--- src/rtl/tile_scheduler_pkg.sv ---
// Shared controller types: layer kinds, scheduler FSM states and the tile command record.
// Widths here are the defaults used by tile_scheduler's PIX_W/CH_W parameters.
package tile_scheduler_pkg;

  localparam int TS_PIX_W = 16;
  localparam int TS_CH_W  = 8;
  localparam int TILE_N_W = 32;

  typedef enum logic [1:0] {
    POINTWISE = 2'd0,
    DEPTHWISE = 2'd1,
    STANDARD  = 2'd2,
    LINEAR    = 2'd3
  } layer_type_e;

  typedef enum logic [2:0] {
    S_IDLE,
    S_CHECK,
    S_ISSUE,
    S_WAIT,
    S_ADVANCE,
    S_FINISH
  } ts_state_e;

  typedef struct packed {
    logic [TS_PIX_W-1:0] n_base;
    logic [TS_PIX_W-1:0] n_len;
    logic [TS_CH_W-1:0]  k_base;
    logic [TS_CH_W-1:0]  k_len;
    logic [TS_CH_W-1:0]  d_base;
    logic [TS_CH_W-1:0]  d_len;
    logic                first_d;
    logic                last_d;
  } tile_cmd_t;

  // The calculator may hand over a chunk larger than any pixel offset can express.
  function automatic logic [TS_PIX_W-1:0] clamp_tile_n(input logic [TILE_N_W-1:0] t);
    logic [TS_PIX_W-1:0] r;
    if (|t[TILE_N_W-1:TS_PIX_W]) r = '1;
    else                         r = t[TS_PIX_W-1:0];
    return r;
  endfunction

endpackage

--- src/rtl/tile_loop_cnt.sv ---
// One loop level: base advances by size until base+size reaches limit, then wraps to 0.
// len/is_first/is_last are combinational from the held base; no handshake, base moves only on inc.
module tile_loop_cnt #(
  parameter int W = 8
) (
  input  logic         clk,
  input  logic         rst,
  input  logic         clr,
  input  logic         inc,
  input  logic [W-1:0] size,
  input  logic [W-1:0] limit,
  output logic [W-1:0] base,
  output logic [W-1:0] len,
  output logic         is_first,
  output logic         is_last,
  output logic         wrap
);

  logic [W:0] next_end;
  logic [W:0] remain;

  // One guard bit keeps base+size from wrapping at the top of the range.
  assign next_end = {1'b0, base} + {1'b0, size};
  assign remain   = {1'b0, limit} - {1'b0, base};
  assign is_last  = (next_end >= {1'b0, limit});
  assign is_first = (base == '0);
  assign wrap     = inc && is_last;
  assign len      = ({1'b0, size} < remain) ? size : remain[W-1:0];

  always_ff @(posedge clk or posedge rst) begin
    if (rst) begin
      base <= '0;
    end else if (clr) begin
      base <= '0;
    end else if (inc) begin
      base <= is_last ? '0 : next_end[W-1:0];
    end
  end

endmodule

--- src/rtl/tile_scheduler.sv ---
// Walks one layer as n-chunk (outer) x k-tile x d-tile (inner), one command per datapath tile.
// First cmd_valid 2 cycles after start; command held stable under cmd_ready low, next issued after tile_done.
module tile_scheduler
  import tile_scheduler_pkg::*;
#(
  parameter int PIX_W = TS_PIX_W,
  parameter int CH_W  = TS_CH_W
) (
  input  logic             clk,
  input  logic             rst,
  input  logic             start,
  input  logic [1:0]       layer_type,
  input  logic [CH_W-1:0]  in_C,
  input  logic [CH_W-1:0]  out_C,
  input  logic [CH_W-1:0]  tile_D,
  input  logic [CH_W-1:0]  tile_K,
  input  logic [31:0]      tile_n,
  input  logic [PIX_W-1:0] num_pix,
  output logic             cmd_valid,
  input  logic             cmd_ready,
  output logic [PIX_W-1:0] cmd_n_base,
  output logic [PIX_W-1:0] cmd_n_len,
  output logic [CH_W-1:0]  cmd_k_base,
  output logic [CH_W-1:0]  cmd_k_len,
  output logic [CH_W-1:0]  cmd_d_base,
  output logic [CH_W-1:0]  cmd_d_len,
  output logic             cmd_first_d,
  output logic             cmd_last_d,
  input  logic             tile_done,
  output logic             busy,
  output logic             done,
  output logic             cfg_err
);

  ts_state_e        state;
  layer_type_e      cfg_type;
  logic [CH_W-1:0]  cfg_in_c;
  logic [CH_W-1:0]  cfg_out_c;
  logic [CH_W-1:0]  cfg_tile_d;
  logic [CH_W-1:0]  cfg_tile_k;
  logic [PIX_W-1:0] cfg_tile_n;
  logic [PIX_W-1:0] cfg_num_pix;

  logic             is_dw;
  logic             cfg_ok;
  logic             cnt_clr;
  logic             adv;
  logic             n_inc, k_inc, d_inc;
  logic             n_wrap, k_wrap, d_wrap;
  logic             n_first, n_last, k_first, k_last, d_first, d_last;
  logic [PIX_W-1:0] n_base, n_len;
  logic [CH_W-1:0]  k_base, k_len, d_base, d_len;
  logic             unused_flags;

  tile_cmd_t        cmd;
  tile_cmd_t        cmd_out;

  assign is_dw   = (cfg_type == DEPTHWISE);
  assign cfg_ok  = (cfg_tile_n != '0) && (cfg_tile_d != '0) && (cfg_tile_k != '0) &&
                   (cfg_num_pix != '0) && (cfg_in_c != '0) && (cfg_out_c != '0);
  assign cnt_clr = (state == S_CHECK);
  assign adv     = (state == S_ADVANCE);

  // Depthwise has no input-channel loop: every ADVANCE steps k directly.
  assign d_inc = adv && !is_dw;
  assign k_inc = is_dw ? adv : d_wrap;
  assign n_inc = k_wrap;

  tile_loop_cnt #(.W(PIX_W)) u_n_cnt (
    .clk      (clk),
    .rst      (rst),
    .clr      (cnt_clr),
    .inc      (n_inc),
    .size     (cfg_tile_n),
    .limit    (cfg_num_pix),
    .base     (n_base),
    .len      (n_len),
    .is_first (n_first),
    .is_last  (n_last),
    .wrap     (n_wrap)
  );

  tile_loop_cnt #(.W(CH_W)) u_k_cnt (
    .clk      (clk),
    .rst      (rst),
    .clr      (cnt_clr),
    .inc      (k_inc),
    .size     (cfg_tile_k),
    .limit    (cfg_out_c),
    .base     (k_base),
    .len      (k_len),
    .is_first (k_first),
    .is_last  (k_last),
    .wrap     (k_wrap)
  );

  tile_loop_cnt #(.W(CH_W)) u_d_cnt (
    .clk      (clk),
    .rst      (rst),
    .clr      (cnt_clr),
    .inc      (d_inc),
    .size     (cfg_tile_d),
    .limit    (cfg_in_c),
    .base     (d_base),
    .len      (d_len),
    .is_first (d_first),
    .is_last  (d_last),
    .wrap     (d_wrap)
  );

  assign unused_flags = ^{n_first, n_last, k_first, k_last};

  always_comb begin
    cmd        = '0;
    cmd.n_base = n_base;
    cmd.n_len  = n_len;
    cmd.k_base = k_base;
    cmd.k_len  = k_len;
    if (is_dw) begin
      cmd.d_base  = k_base;
      cmd.d_len   = k_len;
      cmd.first_d = 1'b1;
      cmd.last_d  = 1'b1;
    end else begin
      cmd.d_base  = d_base;
      cmd.d_len   = d_len;
      cmd.first_d = d_first;
      cmd.last_d  = d_last;
    end
  end

  // Fields read as zero whenever no command is offered, including straight out of reset.
  assign cmd_out     = cmd_valid ? cmd : '0;
  assign cmd_n_base  = cmd_out.n_base;
  assign cmd_n_len   = cmd_out.n_len;
  assign cmd_k_base  = cmd_out.k_base;
  assign cmd_k_len   = cmd_out.k_len;
  assign cmd_d_base  = cmd_out.d_base;
  assign cmd_d_len   = cmd_out.d_len;
  assign cmd_first_d = cmd_out.first_d;
  assign cmd_last_d  = cmd_out.last_d;

  always_ff @(posedge clk or posedge rst) begin
    if (rst) begin
      state       <= S_IDLE;
      cfg_type    <= POINTWISE;
      cfg_in_c    <= '0;
      cfg_out_c   <= '0;
      cfg_tile_d  <= '0;
      cfg_tile_k  <= '0;
      cfg_tile_n  <= '0;
      cfg_num_pix <= '0;
      cmd_valid   <= 1'b0;
      busy        <= 1'b0;
      done        <= 1'b0;
      cfg_err     <= 1'b0;
    end else begin
      done <= 1'b0;
      case (state)
        S_IDLE: begin
          if (start) begin
            cfg_type    <= layer_type_e'(layer_type);
            cfg_in_c    <= in_C;
            cfg_out_c   <= out_C;
            cfg_tile_d  <= tile_D;
            cfg_tile_k  <= tile_K;
            cfg_tile_n  <= clamp_tile_n(tile_n);
            cfg_num_pix <= num_pix;
            cfg_err     <= 1'b0;
            busy        <= 1'b1;
            state       <= S_CHECK;
          end
        end
        S_CHECK: begin
          if (!cfg_ok) begin
            cfg_err <= 1'b1;
            done    <= 1'b1;
            state   <= S_FINISH;
          end else begin
            cmd_valid <= 1'b1;
            state     <= S_ISSUE;
          end
        end
        S_ISSUE: begin
          if (cmd_ready) begin
            cmd_valid <= 1'b0;
            state     <= S_WAIT;
          end
        end
        S_WAIT: begin
          if (tile_done) state <= S_ADVANCE;
        end
        S_ADVANCE: begin
          // The outer wrap means every loop level has been exhausted.
          if (n_wrap) begin
            done  <= 1'b1;
            state <= S_FINISH;
          end else begin
            cmd_valid <= 1'b1;
            state     <= S_ISSUE;
          end
        end
        S_FINISH: begin
          busy  <= 1'b0;
          state <= S_IDLE;
        end
        default: state <= S_IDLE;
      endcase
    end
  end

endmodule

--- config.mk ---
export PLATFORM = sky130hd
export DESIGN_NAME = tile_scheduler
export DESIGN_NICKNAME = d
export VERILOG_FILES = /design/src/rtl/tile_scheduler_pkg.sv /design/src/rtl/tile_loop_cnt.sv /design/src/rtl/tile_scheduler.sv
export SDC_FILE = /design/constraint.sdc
export NUM_CORES = 1
export LEC_CHECK = 0
export CELL_PAD_IN_SITES_DETAIL_PLACEMENT = 1
export CELL_PAD_IN_SITES_GLOBAL_PLACEMENT = 1
export CORE_MARGIN = 2
export CORE_UTILIZATION = 34
export CTS_BUF_LIST = sky130_fd_sc_hd__clkbuf_2
export DETAILED_ROUTE_END_ITERATION = 10
export PLACE_DENSITY_LB_ADDON = 0.1
export REMOVE_ABC_BUFFERS = 1
export SLEW_MARGIN = 25
export SYNTH_ARGS = -nofsm -noshare
export SYNTH_HDL_FRONTEND = slang
export SYNTH_SLANG_ARGS = --single-unit
--- constraint.sdc ---
create_clock -name clk -period 6.6 [get_ports clk]
set_input_delay 1.32 -clock clk [delete_from_list [all_inputs] [get_ports clk]]
set_output_delay 1.32 -clock clk [all_outputs]
set_load 0.02 [all_outputs]
==> results of run 1 <==
## cells in the mapped netlist (all sizes together), types with 4 or more instances
cell type / n
o21a: 13
o22ai: 9
buf: 7
and3: 6
mux2i: 5
nand3: 15
a22o: 29
a21boi: 4
o21ai: 81
nand4: 7
nor3: 14
a21oi: 74
clkbuf: 23
o21bai: 7
dfrtp: 105
nor4: 25
o22a: 16
nor2: 64
a2111oi: 5
a31oi: 7
o211ai: 7
a211oi: 5
a21o: 24
xnor2: 32
nor2b: 12
xor2: 17
ha: 125
nand2: 107
nand2b: 13
and2: 9
or2: 12
o31ai: 4
mux2: 16
fa: 6
inv: 108
## flip-flops by register name, indices dropped and copies added (netlist names)
register / count
cfg_out_c: 8
u_d_cnt.base: 8
busy: 1
u_n_cnt.base: 16
cfg_num_pix: 16
state: 3
done: 1
cfg_tile_n: 16
cmd_valid: 1
cfg_tile_k: 8
cfg_err: 1
cfg_in_c: 8
cfg_type: 2
cfg_tile_d: 8
u_k_cnt.base: 8
## routing by layer
metal	GRT usage [%]	share of wire, %
met1	31.9	52
met2	33.8	44
met3	1.83	2.4
met4	4.35	0.94
met5	0	0
## cells in the final DEF (no fill, tap or decap), drive strengths merged, types with 8 or more instances in the layout
master,netlist,routed
or2,12,12
o21ai,81,81
xor2,17,17
and2,9,9
clkdlybuf4s50,0,130
o22ai,9,9
dlygate4sd2,0,10
ha,125,125
nor2,64,64
a21oi,74,74
inv,108,108
mux2,16,16
nand3,15,15
o22a,16,16
nor4,25,25
buf,7,8
dfrtp,105,105
nand2,107,107
o21a,13,13
dlymetal6s2s,0,13
a22o,29,29
nand2b,13,13
clkbuf,23,12
xnor2,32,32
nor3,14,14
nor2b,12,12
a21o,24,24
## final cells by class
| class | instances | area [µm²] |
|---|---|---|
| clock inverter | 7 | 70.1 |
| sequential | 105 | 2630 |
| fill | 3107 | 14900 |
| clock buffer | 9 | 45.0 |
| multi-input combinational | 801 | 5880 |
| timing repair buffer | 164 | 1630 |
| antenna | 1 | 2.50 |
| tap | 335 | 419 |
| inverter | 108 | 409 |
## worst max-delay path: cells and delay by family (launching register included)
kind | cells | cell delay, ns
and+or+nand+nor | 3 | 0.42
xor gates and xnor gates | 1 | 0.23
DFF | 1 | 0.45
adders and majority gates | 3 | 0.82
AOI/OAI and AO/OA | 8 | 1.71
buffers and inverters | 4 | 0.62
## worst max path at each step
stage                                to  slack [ns]  cells after the start
after floorplan           cfg_tile_n[0]       -1.15                      5
after global placement    cmd_n_len[10]        0.50                     19
after detailed placement   cmd_n_len[9]        0.24                     19
after CTS                 cmd_n_len[13]      0.0005                     19
after global routing       cmd_d_len[6]       0.006                     19
final                     cmd_n_len[15]        0.37                     19
## repair_timing
| action | in CTS | in global routing |
|---|---|---|
| endpoints found under the setup margin | 16 | 31 |
| resized for setup | 16 | 31 |
| setup buffers | 3 | 0 |
| pin swaps | 2 | 1 |
## cell families after synthesis
logic type	count (synthesis)	share of synthesized area, %
AOI/OAI and AO/OA	311	23.4
and+or+nand+nor	289	15.3
buffers and inverters	138	5.88
adders and majority gates	131	18.8
DFF	105	29.3
xor gates and xnor gates	49	4.78
muxes	21	2.56
## through the flow
step	hold slack, ns	setup WS, ns
2_1_floorplan	0.491	-1.15
3_3_place_gp	0.480	0.497
3_5_place_dp	0.501	0.244
4_1_cts	0.559	0.000521
5_1_grt	0.596	0.00638
6_report	0.542	0.373
==> summary.txt, run 1 <==
Hold path
  • Worst Hold End: cfg_err
  • Worst Hold Class: reg -> reg
  • Hold Path Depth: 2
  • Worst hold start: cfg_err

CTS
  • Clk root buf: clkbuf_2
  • CTS tree: yes
  • Clock transition at the registers of the reported paths: around 0.32 ns
  • Total clock sinks: ~110
  • Skew-Pair Late Insertion Delay: 0.69 ns
  • H-tree Lvls: 3
  • Max Root-Sink Buffers: 2
  • Post-CTS Hold Buffers: 0
  • CTS Buf Count: 9

STA
  • Final Cycle Share: between 90% and 100%
  • Max-slew violation count: 0
  • RSZ-0062 raised after global routing: no
  • Final setup fails: 0
  • Setup total negative slack: 0 ns
  • Final worst path period need: between 6 and 7 ns
  • Slew HR: 36.6%
  • Maximum clock rate: 161 MHz
  • Worst-Margin Slew: about 0.95 ns
  • Max Clock Skew: about 0.077 ns
  • Final hold viol count: 0

Floorplanning
  • Die Span Y: around 170 µm
  • Full die area: 27700 µm²
  • Initial Util: between 30% and 40%
  • Die W: approximately 170 µm
  • CORE AREA: roughly 26000 µm²
  • Row Count: 59
  • Ports: 157

Critical path
  • Critical Path RT: about 5.3 ns
  • Worst reg2reg path endpoint: u_n_cnt.base[15]
  • Critical path's slowest cell: dfrtp_1
  • Worst Path Arrival: between 4 and 5 ns
  • CP endpoint kind: output pin
  • Kind of critical path: reg -> out
  • FF-to-FF Start: cfg_tile_n[0]
  • Critical Path Max Stage Delay: around 0.45 ns
  • Critical-path cell list: inv_1, ha_1, inv_1, fa_2, a211oi_4, o21ai_2, a31oi_1, o21bai_1, a21oi_1, xor2_1, ha_1, and4_1, a2111oi_2, o311ai_1, nand3_1, buf_4, nor4_1, a211o_1, dlygate4sd2_1
  • Flop2flop setup slack: around 1.9 ns
  • Worst Reg-to-Reg Cells: 19
  • Startpoint types: flop
  • Worst-path maximum fanout: 9
  • Setup crit start: cfg_num_pix[0]

Drt
  • Pre-antenna DRT Iters: 4
  • Vias: 8082
  • # DRC: 0
  • WL per Instance: 19.2 µm
  • Overall routed net length: a little under 30000 µm
  • Post-DRT Antenna Nets: 0
  • Post-DR vias/cell: around 5.3
  • DR iter-0 viols: 386

Global routing
  • First-pass GRT wire length: roughly 47000 µm
  • Largest net degree at the start of global routing: 72
  • Initial antenna violation count: 2
  • Gr ovfl total: 0
  • Gr usage total: 21.4%
  • Vias in the first global route: between 8000 and 9000

Synthesis
  • Synth Area per Inst: 8.60 µm²
  • Sequential element share of the synthesized area: between 20% and 30%
  • Number of synthesized flops with an enable pin: 0
  • Yosys top cell area share: 29.3%
  • Post-synthesis cell count: roughly 1000
  • Yosys cell types: 70
  • Mapped Area: 8980 µm²
  • Syn. warnings: 0
  • Synth area leader: dfrtp_1
  • Largest cells by area after synthesis: dfrtp_1 29%, ha_1 17%, inv_1 4.5%
  • Top_reg_cell synth: dfrtp_1
  • Ys async rst share: 100%
  • Seq cells post-synth: 105

Finish
  • Final std cells w/o fill: 1530
  • Area growth, synth to finish: 23.4%
  • Layout cell share with drive strength beyond 1: about 6.6%
  • Post-layout utilization of the core: a little over two fifths
  • Post-route cell area: roughly 11000 µm²
  • Nets: roughly 1400

Placed design
  • Post-DP HPWL: between 20000 and 25000 µm
  • Routability cong.: 0.878
  • IO buf count: roughly 160
  • Placed Cells: 1510
  • Cell Area, Placed: 10900 µm²

Outcome
  • Status: complete, no violations

Job
  • Max Cap Violations: 0
Power of run 1 is not shown: default switching activity piles up to over one toggle a cycle in this logic, so the estimate is an artifact.
==> run 2, diff against run 1 <==
--- a/config.mk
+++ b/config.mk
@@ -13,7 +13,6 @@
 export DETAILED_ROUTE_END_ITERATION = 10
 export PLACE_DENSITY_LB_ADDON = 0.1
 export REMOVE_ABC_BUFFERS = 1
-export SLEW_MARGIN = 25
 export SYNTH_ARGS = -nofsm -noshare
 export SYNTH_HDL_FRONTEND = slang
 export SYNTH_SLANG_ARGS = --single-unit
==> run 2 against run 1 <==
  * Sequential share of layout area is essentially flat
  * Flip-flop and latch count is the same
  * Highest routed layer unchanged
  * Core utilization is essentially flat
  * Clock skew shrank 0.0011 ns
  * Cell area is essentially flat
  * Worst hold slack is essentially flat
  * Global-route usage is the same
  * Wire length is essentially flat
  * Via count is essentially flat
  * Final cell count is the same
  * Largest cell class unchanged
==> summary.txt, run 2 (synthesized netlist as in run 1, its figures left out) <==
Outcome
  • Status: complete, no violations

CTS
  • CTS Buf Count: 9
  • Max Root-Sink Buffers: 2
  • Post-CTS Hold Buffers: 0
  • H-tree Lvls: 3
  • Total clock sinks: ~110
  • Clock transition at the registers of the reported paths: roughly 0.32 ns
  • Skew-Pair Late Insertion Delay: 0.68 ns
  • Clk root buf: clkbuf_2
  • CTS tree: yes

Floorplanning
  • Die Span Y: about 170 µm
  • Row Count: between 50 and 60
  • Die W: ~170 µm
  • Initial Util: 34.6%
  • CORE AREA: approximately 26000 µm²
  • Ports: 157
  • Full die area: approximately 28000 µm²

Critical path
  • Worst-path maximum fanout: 9
  • Kind of critical path: reg -> out
  • Setup crit start: cfg_num_pix[0]
  • Worst Reg-to-Reg Cells: 19
  • Startpoint types: flop
  • FF-to-FF Start: cfg_tile_n[0]
  • Critical Path RT: 5.28 ns
  • CP endpoint kind: output pin
  • Worst Path Arrival: between 4 and 5 ns
  • Worst reg2reg path endpoint: u_n_cnt.base[15]
  • Flop2flop setup slack: a little under 2 ns

Global routing
  • Largest net degree at the start of global routing: a little over 70
  • Vias in the first global route: around 8500
  • Initial antenna violation count: 2
  • Gr usage total: approximately a fifth
  • Gr ovfl total: 0
  • First-pass GRT wire length: 47400 µm

Placed design
  • IO buf count: roughly 160
  • Cell Area, Placed: 10900 µm²
  • Post-DP HPWL: roughly 23000 µm
  • Routability cong.: 0.878
  • Placed Cells: between 1500 and 2000

Drt
  • Post-DR vias/cell: about 5.3
  • Routed wl met2: roughly 13000 µm
  • M1 WL: 15200 µm
  • Pre-antenna DRT Iters: 4
  • Top routing layer used: met4
  • Overall routed net length: between 20000 and 30000 µm
  • WL met3: between 800 and 900 µm
  • Post-DRT Antenna Nets: 0
  • WL per Instance: approximately 19 µm
  • # DRC: 0
  • Vias: roughly 8000
  • DR iter-0 viols: 357

STA
  • Max-slew violation count: 0
  • Final Cycle Share: about 94%
  • Final hold viol count: 0
  • Slew HR: ~28%
  • Worst-Margin Slew: between 1 and 1.5 ns
  • Final worst path period need: between 6 and 7 ns
  • Maximum clock rate: around 160 MHz
  • Max Clock Skew: about 0.076 ns
  • Final setup fails: 0

Finish
  • Largest registers: cfg_num_pix: 16 flops, cfg_tile_n: 16 flops, u_n_cnt.base: 16 flops
  • Post-layout utilization of the core: around 43%
  • Commonest non-fill, non-tap cell in the layout: clkdlybuf4s50_1
  • Post-route cell area: around 11000 µm²
  • Most frequent cells in the layout: 132 x clkdlybuf4s50_1, 125 x ha_1, 107 x nand2_1
  • Layout fillers: between 3000 and 4000
  • Area growth, synth to finish: 23.4%
  • Layout cell share with drive strength beyond 1: approximately 6.4%
  • Nets: about 1400
  • Final std cells w/o fill: 1530

Hold path
  • Worst Hold End: cfg_err
  • Worst hold start: cfg_err
  • Hold Path Depth: 2
  • Worst Hold Class: reg -> reg

Job
  • Max Cap Violations: 0
## run 2: changes by cell type in the layout (fill, tap and decap cells not counted)
cell	before	now
clkinv_2	2	1
clkdlybuf4s50_1	130	132
mux2i_1	3	4
inv_2	0	1
dlygate4sd2_1	10	12
a21oi_1	74	73
clkbuf_2	12	10
a21oi_2	0	1
mux2i_2	2	1
dlymetal6s2s_1	13	11
## run 2: repair_timing
action | in CTS | in global routing
gates resized for setup | 16 | 25
pin swaps | 2 | 1
buffers inserted | 3 | 0
setup endpoints to repair | 16 | 31
## run 2: worst max-delay path by stage
stage	to	slack, ns	cells after the start
after floorplan	cfg_tile_n[0]	-1.15	5
after global placement	cmd_n_len[10]	0.50	19
after detailed placement	cmd_n_len[9]	0.24	19
after CTS	cmd_n_len[13]	0.0005	19
after global routing	cmd_k_len[2]	-0.007	18
final	cmd_n_len[15]	0.37	19
## run 2: routing by layer
| metal | global-route usage (%) | up-vias |
|---|---|---|
| met2 | 33.8 | 108 |
| met5 | 0 | - |
| met3 | 1.83 | 14 |
| li1 | - | 4015 |
| met4 | 4.35 | 0 |
| met1 | 31.9 | 3947 |
## run 2: area by class of cell
class	count	area (µm²)	share of cell area, %
Clock inverter	7	70.1	0.632
Tap cell	335	419	3.78
Sequential cell	105	2630	23.7
Multi-Input combinational cell	801	5880	53.1
Clock buffer	9	45.0	0.406
Inverter	108	408	3.68
Timing Repair Buffer	164	1630	14.7
Antenna cell	1	2.50	0.0226
## run 2: metrics by stage
step / hold slack (ns) / TNS (ns) / setup slack [ns]
final: 0.542 / 0 / 0.369
after global routing: 0.596 / -0.0132 / -0.00720
after CTS: 0.559 / 0 / 0.000521
after detailed placement: 0.501 / 0 / 0.244
after global placement: 0.480 / 0 / 0.497
after floorplan: 0.491 / -38.12 / -1.15
## run 2: critical path, cell delays in order (launching register included)
cell	delay, ns
dfrtp_1	0.45
inv_1	0.07
ha_1	0.17
inv_1	0.06
fa_2	0.38
a211oi_4	0.25
o21ai_2	0.10
a31oi_1	0.23
o21bai_1	0.09
a21oi_1	0.17
xor2_1	0.23
ha_1	0.27
and4_1	0.23
a2111oi_2	0.38
o311ai_1	0.18
nand3_1	0.14
buf_4	0.17
nor4_1	0.05
a211o_1	0.32
dlygate4sd2_1	0.32
Power of run 2 is left out for the same reason.
==> run 3, diff against run 2 <==
--- a/config.mk
+++ b/config.mk
@@ -11,7 +11,7 @@
 export CORE_UTILIZATION = 34
 export CTS_BUF_LIST = sky130_fd_sc_hd__clkbuf_2
 export DETAILED_ROUTE_END_ITERATION = 10
-export PLACE_DENSITY_LB_ADDON = 0.1
+export PLACE_DENSITY = 0.67
 export REMOVE_ABC_BUFFERS = 1
 export SYNTH_ARGS = -nofsm -noshare
 export SYNTH_HDL_FRONTEND = slang
==> run 3 against run 2 <==
  * Count of clock-buffer cells in the layout up 2
  * First-iteration DRC count up 4.5%
  * Wire length up 1.8%
  * Highest routed layer unchanged
  * Critical path depth did not move
  * Flip-flop and latch count unchanged
  * Cell area increased by 0.75%
==> summary.txt, run 3 (synthesized netlist as in run 1, its figures left out) <==
STA
  • Final worst path period need: around 6.2 ns
  • Worst-Margin Slew: ~0.93 ns
  • Final setup fails: 0
  • Final hold viol count: 0
  • Max-slew violation count: 0
  • Max Clock Skew: 0.0535 ns
  • Slew HR: approximately 38%
  • Maximum clock rate: approximately 160 MHz
  • Final Cycle Share: a little over nine tenths

CTS
  • Clk root buf: clkbuf_2
  • Skew-Pair Late Insertion Delay: 0.67 ns
  • Clock transition at the registers of the reported paths: 0.31 ns
  • Max Root-Sink Buffers: 2
  • CTS tree: yes
  • Total clock sinks: 105
  • CTS Buf Count: 9
  • Post-CTS Hold Buffers: 0
  • H-tree Lvls: 3

Finish
  • Area growth, synth to finish: 24.3%
  • Post-route cell area: around 11000 µm²
  • Layout cell share with drive strength beyond 1: approximately 7.5%
  • Most frequent cells in the layout: 128 x clkdlybuf4s50_1, 125 x ha_1, 107 x nand2_1
  • Commonest non-fill, non-tap cell in the layout: clkdlybuf4s50_1
  • Nets: 1410
  • Largest registers: cfg_num_pix: 16 flops, cfg_tile_n: 16 flops, u_n_cnt.base: 16 flops
  • Final std cells w/o fill: 1533
  • Post-layout utilization of the core: about 43%

Critical path
  • Critical Path RT: ~5.3 ns
  • Critical path's slowest cell: dfrtp_1
  • CP endpoint kind: output pin
  • Worst Path Arrival: 4.90 ns
  • Worst-path maximum fanout: 14
  • Critical-path cell list: inv_1, ha_1, inv_1, fa_2, a211oi_4, o21ai_2, a31oi_1, o21bai_1, a21oi_1, xor2_1, ha_1, and4_1, nand2_1, o311ai_2, nand3_2, clkbuf_16, or2_2, a21oi_1, dlygate4sd2_1
  • CP Buf/Inv Count: 4
  • Critical Path Max Stage Delay: 0.46 ns
  • Startpoint types: flop
  • Kind of critical path: reg -> out
  • Flop2flop setup slack: between 1.5 and 2 ns
  • Largest delay share family, worst path: compound AO/OA/AOI/OAI gates

Floorplanning
  • Die W: about 170 µm
  • Row Count: about 60
  • Full die area: between 20000 and 30000 µm²
  • Ports: 157
  • Die Span Y: roughly 170 µm
  • CORE AREA: between 20000 and 30000 µm²
  • Initial Util: 34.6%

Drt
  • Pre-antenna DRT Iters: 7
  • Overall routed net length: roughly 30000 µm
  • Vias: 8199
  • Post-DR vias/cell: 5.35
  • WL per Instance: between 15 and 20 µm
  • Post-DRT Antenna Nets: 0
  • # DRC: 0
  • DR iter-0 viols: roughly 370

Job
  • Max Cap Violations: 0

Outcome
  • Status: complete, no violations

Placed design
  • IO buf count: 156
  • Placed Cells: 1511
  • Cell Area, Placed: ~11000 µm²
  • Routability cong.: 0.829
  • Post-DP HPWL: 23500 µm

Global routing
  • Gr usage total: between 20% and 30%
  • First-pass GRT wire length: 47200 µm
  • Gr ovfl total: 0
  • Vias in the first global route: between 8000 and 9000
  • Initial antenna violation count: 2
  • Largest net degree at the start of global routing: 68

Hold path
  • Worst Hold Class: reg -> reg
## run 3: changes by cell type in the layout (fill, tap and decap cells not counted), moves of 2 or more
cell             previous run  this run
clkdlybuf4s15_1             0         5
clkdlybuf4s50_1           132       128
mux2i_1                     4         2
dlymetal6s2s_1             11        13
mux2i_2                     1         3
dlygate4sd2_1              12         5
clkbuf_2                   10        16
## run 3: final cells by class
cell class / instances / area [µm²]
fill: 3122 / 14800
clock inverter: 5 / 62.6
timing repair buffer: 167 / 1680
inverter: 108 / 408
sequential: 105 / 2630
multi-input combinational: 801 / 5910
tap: 335 / 419
antenna: 1 / 2.50
clock buffer: 11 / 55.1
## run 3: path summary, 6_finish.rpt
path | startpoint | cells after the start | to
max | cfg_num_pix[0] | 19 | cmd_n_len[0]
min | cfg_err | 2 | cfg_err
max reg2reg | cfg_tile_n[0] | 19 | u_n_cnt.base[1]
min reg2reg | cfg_err | 2 | cfg_err
max in group asynchronous | rst | 3 | cfg_in_c[7]
min in group asynchronous | rst | 2 | cfg_tile_n[8]
## run 3: worst reg2reg max path, cell delays in order (launching register included)
cell and delay (ns):
dfrtp_1 0.52, ha_1 0.27, inv_1 0.08, fa_1 0.26, nor2b_4 0.06, o31a_1 0.30, o221ai_2 0.26, nand2b_1 0.13
a21o_1 0.20, a21oi_1 0.18, xnor2_1 0.14, ha_1 0.21, a21o_1 0.18, a21o_1 0.21, o21ai_0 0.24, a21oi_1 0.06
o21ai_0 0.24, o21ai_2 0.13, nor3_4 0.65, a22o_1 0.26
## run 3: routing by layer
| layer | vias up | wire length [µm] | global-route usage, % |
|---|---|---|---|
| met5 | - | 0 | 0 |
| met3 | 21 | 991 | 2.35 |
| met4 | 0 | 420 | 4.39 |
| met1 | 4011 | 14700 | 30.6 |
| li1 | 4016 | - | - |
| met2 | 151 | 13800 | 34.7 |
## run 3: repair_timing
| item | in CTS | in global routing |
|---|---|---|
| buffers inserted | 2 | 2 |
| gates resized for setup | 19 | 47 |
| endpoints found under the hold margin | 0 | 0 |
| cloned | 0 | 1 |
| pin swaps | 1 | 5 |
| setup endpoints to repair | 16 | 32 |
## run 3: per-stage QoR
stage                     TNS (ns)  worst slack, ns  hold WS [ns]
after detailed placement         0            0.450         0.499
after global routing       -0.0431          -0.0309         0.608
final                            0            0.381         0.554
after floorplan             -38.12            -1.15         0.491
after CTS                        0           0.0163         0.560
after global placement           0            0.695         0.486
Power of run 3 is left out for the same reason.
==> patch 1: new RTL, flow settings as in run 1 <==
Make the reset (`rst`) synchronous in 2 clocked blocks.
--- a/src/rtl/tile_loop_cnt.sv
+++ b/src/rtl/tile_loop_cnt.sv
@@ -28,5 +28,5 @@
   assign len      = ({1'b0, size} < remain) ? size : remain[W-1:0];
 
-  always_ff @(posedge clk or posedge rst) begin
+  always_ff @(posedge clk) begin
     if (rst) begin
       base <= '0;
--- a/src/rtl/tile_scheduler.sv
+++ b/src/rtl/tile_scheduler.sv
@@ -141,5 +141,5 @@
   assign cmd_last_d  = cmd_out.last_d;
 
-  always_ff @(posedge clk or posedge rst) begin
+  always_ff @(posedge clk) begin
     if (rst) begin
       state       <= S_IDLE;
Behaviour: differs if rst is asserted again (counterexample within 4 cycles, from zero or initial values and one cycle with rst high); with rst held inactive, the same outputs for 4 cycles.
==> patch 1 against run 1 <==
- routed wire length up 2.3%
- count of clock-buffer cells in the layout unchanged
- via count up 9.6%
- synthesized area down 0.24%
- worst setup slack better by 0.013 ns
- register-to-register slack worse by 0.21 ns
- design area down 0.90%
- fmax up 0.21%
- sequential cell count unchanged
- worst hold slack worse by 0.052 ns
- core utilization down 0.39 points
- critical path type unchanged
- largest cell class unchanged
==> patch 1: results (changes against run 1) <==
[yosys]
seq_area_frac_synth_pct = 23.5  ; -5.8 points
synth_area_leaders = dfxtp_1, ha_1, a21oi_1, nand2_1, inv_1
async_flop_share_pct = 0  ; -100 points
synth_commonest_cells = nand2_1, a21oi_1, ha_1, inv_1
yosysWarnings = 0  ; unchanged
yosysUniqueCellTypes = 69  ; -1.4%
postSynthAreaPerCell_um2 = 7.66  ; -11%

[worst_setup_path]
crit_slowest_cell = clkdlybuf4s50_1
crit_path_max_fanout = 8  ; -1
arrival_ns = 4.89  ; -0.02 ns
r2r_start = cfg_tile_n[0]
critPathLaunch = u_k_cnt.base[0]
setup.worst_path.end = cmd_k_len[3]
cpPeakStageDelay_ns = 0.61  ; +0.16 ns
r2r_slack_ns = 1.71  ; -0.21 ns
cpLargestDelayFamily = compound AO/OA/AOI/OAI gates
reg2reg_to = u_n_cnt.base[10]
reg2reg_depth = 18  ; -1

[drt]
vias = 8854  ; +9.6%
dr.pass1.iters = 5  ; +1
first_iter_violations = 454  ; +18%
wl_per_cell_um = 18.2  ; -4.9%
vias_per_cell = 5.38  ; +1.8%

[min_path]
worstHoldPathCells = 2  ; unchanged
min_to = cfg_type[1]
hold_path.startpoint = cfg_type[1]
hold_class = flip-flop to flip-flop

[power_and_ir_drop]
ir_worst_vdd_mv = 0.135
leakage_uw = 0.00438

[grt]
grt_max_degree = 57  ; -21%
grt_pass1_wl_um = 48500  ; +2.3%
track_usage_pct = 21.7  ; +0.32 points
antenna_found_initial = 3  ; +1

[finish]
layout-drive-gt1-share_pct = 7.41  ; +0.79 points
final_net_count = 1522  ; +8.2%
top_regs = cfg_num_pix x16, cfg_tile_n x16, u_n_cnt.base x16

[clock_tree]
clock_path_buffers = 2  ; unchanged
worstSkewPairLatency_ns = 0.63  ; -0.06 ns

[placement]
dp.cells = 1626  ; +7.7%
hpwl_um = 23400  ; +0.19%
dpl-instance-area_mm2 = 0.0108  ; -0.56%
place.gp.congestion = 0.844  ; -3.9%
dp_slack_ns = 0.299  ; +0.0550 ns

[timing]
holdWs_ns = 0.490  ; -0.0521 ns
maxSlewHeadroom_pct = 39.1  ; +2.6 points
fin_skew_ns = 0.0135  ; -0.0632 ns

[run_status]
status = complete, no violations

-- patch 1: changes by cell type after synthesis, sizes merged, moves of 16 or more --
| cell | before | now |
|---|---|---|
| dfrtp | 105 | 0 |
| dfxtp | 0 | 105 |
| a21oi | 74 | 128 |
| nand2 | 107 | 154 |
| o21ai | 81 | 35 |
| nor2 | 64 | 105 |
| a22o | 29 | 2 |
| a22oi | 3 | 29 |
| o221a | 0 | 16 |
| o22a | 16 | 0 |
-- patch 1: report_power, final --
| part | switching, uW | internal (uW) |
|---|---|---|
| combinational | 1370 | 988 |
| clock | 249 | 87.0 |
| sequential | 178 | 745 |
-- patch 1: layout make-up --
class | instances | area [um^2]
fillers | 3231 | 15000
clock inverters | 7 | 70.1
repair buffers | 166 | 1600
diodes | 2 | 5.00
well taps | 335 | 419
inverters | 110 | 413
flip-flops and latches | 105 | 2110
clock buffers | 9 | 45.0
multi-input cells | 912 | 6330
-- patch 1: kinds of logic (layout without fill, tap and decap cells) --
group | count (synthesis) | count (layout) | share of synthesized area (%)
adder cells (fa/ha/maj) | 131 | 131 | 18.8
AND/OR/NAND/NOR | 396 | 396 | 20.2
other | 0 | 2 | 0
flip-flops | 105 | 105 | 23.5
buffers and inverters | 153 | 292 | 6.77
AO/OA/AOI/OAI | 326 | 326 | 24.5
XOR/XNOR | 37 | 37 | 3.62
multiplexers | 22 | 22 | 2.64
-- patch 1: routing by layer --
layer	global-route usage (%)	wire (um)	vias up
li1	-	-	4413
met1	31.0	15300	4272
met2	35.6	13500	150
met3	2.81	996	17
met4	3.41	272	2
met5	0	11	-
-- patch 1: what timing repair did --
action	CTS	global route
buffers inserted	0	1
pin swaps	1	3
resized for setup	20	56
endpoints found under the setup margin	16	30
==> patch 2: new RTL, settings of run 1 <==
Made on the original files. The package constant `TS_PIX_W` goes from 16 to 14.
--- a/src/rtl/tile_scheduler_pkg.sv
+++ b/src/rtl/tile_scheduler_pkg.sv
@@ -3,5 +3,5 @@
 package tile_scheduler_pkg;
 
-  localparam int TS_PIX_W = 16;
+  localparam int TS_PIX_W = 14;
   localparam int TS_CH_W  = 8;
   localparam int TILE_N_W = 32;
Ports: changed (resized cmd_n_base, cmd_n_len and num_pix); port bits go from 157 to 151. No check against the original RTL was run, so the function may have changed too.
==> patch 2 against run 1 <==
- routed wire length fell by 6.7%
- sequential cell count fell by 6
- worst setup slack got worse by 0.021 ns
- design area fell by 3.1%
- synthesized area fell by 4.1%
- first-iteration DRC count fell by 5.7%
- core utilization rose by 0.22 points
Power is left out: the tool's default activity adds up to more than one toggle a clock period on the data nets, which glitch-free logic cannot reach.
==> patch 2: results (changes against run 1) <==
[run_status]
status = complete, no violations

[drt]
vias_per_cell = 5.23  ; -1.0%
dr.pass1.iters = 4  ; unchanged
wl_per_cell_um = 18.6  ; -3.2%
vias = 7713  ; -4.6%
first_iter_violations = 364  ; -5.7%

[timing]
maxSlewHeadroom_pct = 40.9  ; +4.4 points
fin_skew_ns = 0.0501  ; -0.0266 ns

[placement]
hpwl_um = 21400  ; -8.3%
port_buffers = 150  ; -3.8%
place.gp.congestion = 0.836  ; -4.8%
dp_slack_ns = 0.771  ; +0.526 ns

[worst_setup_path]
reg2reg_to = u_n_cnt.base[6]
reg2reg_depth = 17  ; -2
cpPeakStageDelay_ns = 0.60  ; +0.15 ns
crit_path_max_fanout = 8  ; -1
r2r_start = cfg_tile_n[1]
r2r_slack_ns = 1.10  ; -0.82 ns
arrival_ns = 4.93  ; +0.02 ns
crit_slowest_cell = clkdlybuf4s50_1

[finish]
final_net_count = 1347  ; -4.3%
top_regs = cfg_num_pix x14, cfg_tile_n x14, u_n_cnt.base x14
layout-drive-gt1-share_pct = 6.21  ; -0.41 points

[grt]
antenna_found_initial = 2  ; unchanged
grt_max_degree = 68  ; -5.6%
track_usage_pct = 20.8  ; -0.58 points
grt_pass1_vias = 7733  ; -8.9%
grt_pass1_wl_um = 43500  ; -8.3%

[min_path]
worstHoldPathCells = 2  ; unchanged
min_to = cfg_num_pix[0]
hold_path.startpoint = cfg_num_pix[0]
hold_class = flip-flop to flip-flop

[yosys]
synth_ff_type = dfrtp_1
synth_commonest_cells = ha_1, inv_1, dfrtp_1, nand2_1, o21ai_0
syn_inst = 997  ; -4.5%
seq_area_frac_synth_pct = 28.8  ; -0.49 points
synth_area_leaders = dfrtp_1, ha_1, inv_1, o21ai_0, nand2_1
yosysUniqueCellTypes = 59  ; -16%

[clock_tree]
clk_pin_slew_ns = 0.30  ; -0.02 ns
cts_buffers = 9  ; unchanged

patch 2: cell types whose count changed in the layout (fill, tap and decap cells not counted), sizes merged, moves of 6 or more:
cell and change:
a21oi -32, and2 +29, nor2 -21, mux2i +13, nand2 -11, dlygate4sd2 -10
nor2b +9, or2 -9, a21o -8, dlymetal6s2s +8, ha -8, nor3 +8
a21boi +6, dfrtp -6
patch 2: area by class of cell:
class                   count  area [um^2]
fillers                  3012        14300
multi-input cells         759         5630
flip-flops and latches     99         2480
repair buffers            161         1640
well taps                 330          413
inverters                 109          412
clock inverters             7          116
clock buffers               9         45.0
diodes                      1         2.50
patch 2: what timing repair did:
item | 4_1_cts | 5_1_grt
endpoints found under the setup margin | 11 | 30
setup buffers | 0 | 2
resized for setup | 1 | 31
patch 2: routing by layer:
layer / vias to the layer above / track usage (%) / share of wire [%]
li1: 3816 / - / -
met1: 3768 / 30.2 / 51
met2: 104 / 32.9 / 45
met3: 23 / 2.97 / 3.2
met4: 2 / 4.02 / 1.2
met5: - / 0 / 0.037
patch 2: critical path, delay by kind of cell, from the launching register on:
family / cells / cell delay, ns
compound gates: 9 / 1.52
fa+ha+maj: 3 / 0.84
buf+inv: 4 / 0.83
flops: 1 / 0.47
mux: 1 / 0.45
simple gates: 2 / 0.19
patch 2: worst max path at each step:
stage | from | endpoint | slack, ns | cells past startpoint
after global placement | cfg_num_pix[0] | cmd_n_len[8] | 0.96 | 20
after global routing | cfg_out_c[0] | cmd_k_len[4] | -0.03 | 19
final | cfg_out_c[0] | cmd_k_len[5] | 0.35 | 19
after floorplan | start | cfg_tile_n[0] | -0.84 | 5
after detailed placement | cfg_num_pix[0] | cmd_n_len[5] | 0.77 | 20
after CTS | cfg_num_pix[0] | cmd_n_len[5] | 0.05 | 20
patch 2: through the flow:
step	setup TNS (ns)	hold WS, ns	cell area [um^2]
global placement	0	0.532	10500
floorplan	-18.53	0.495	8470
CTS	0	0.603	10600
detailed placement	0	0.537	10500
finish	0	0.597	10700
global route	-0.0815	0.614	10700
patch 2: logic make-up after synthesis:
logic type | Yosys count | synth area share (%)
xor gates and xnor gates | 42 | 4.27
DFF | 99 | 28.8
muxes | 33 | 4.05
AOI/OAI and AO/OA | 268 | 21.2
adders and majority gates | 123 | 18.4
and+or+nand+nor | 293 | 16.9
buffers and inverters | 139 | 6.39
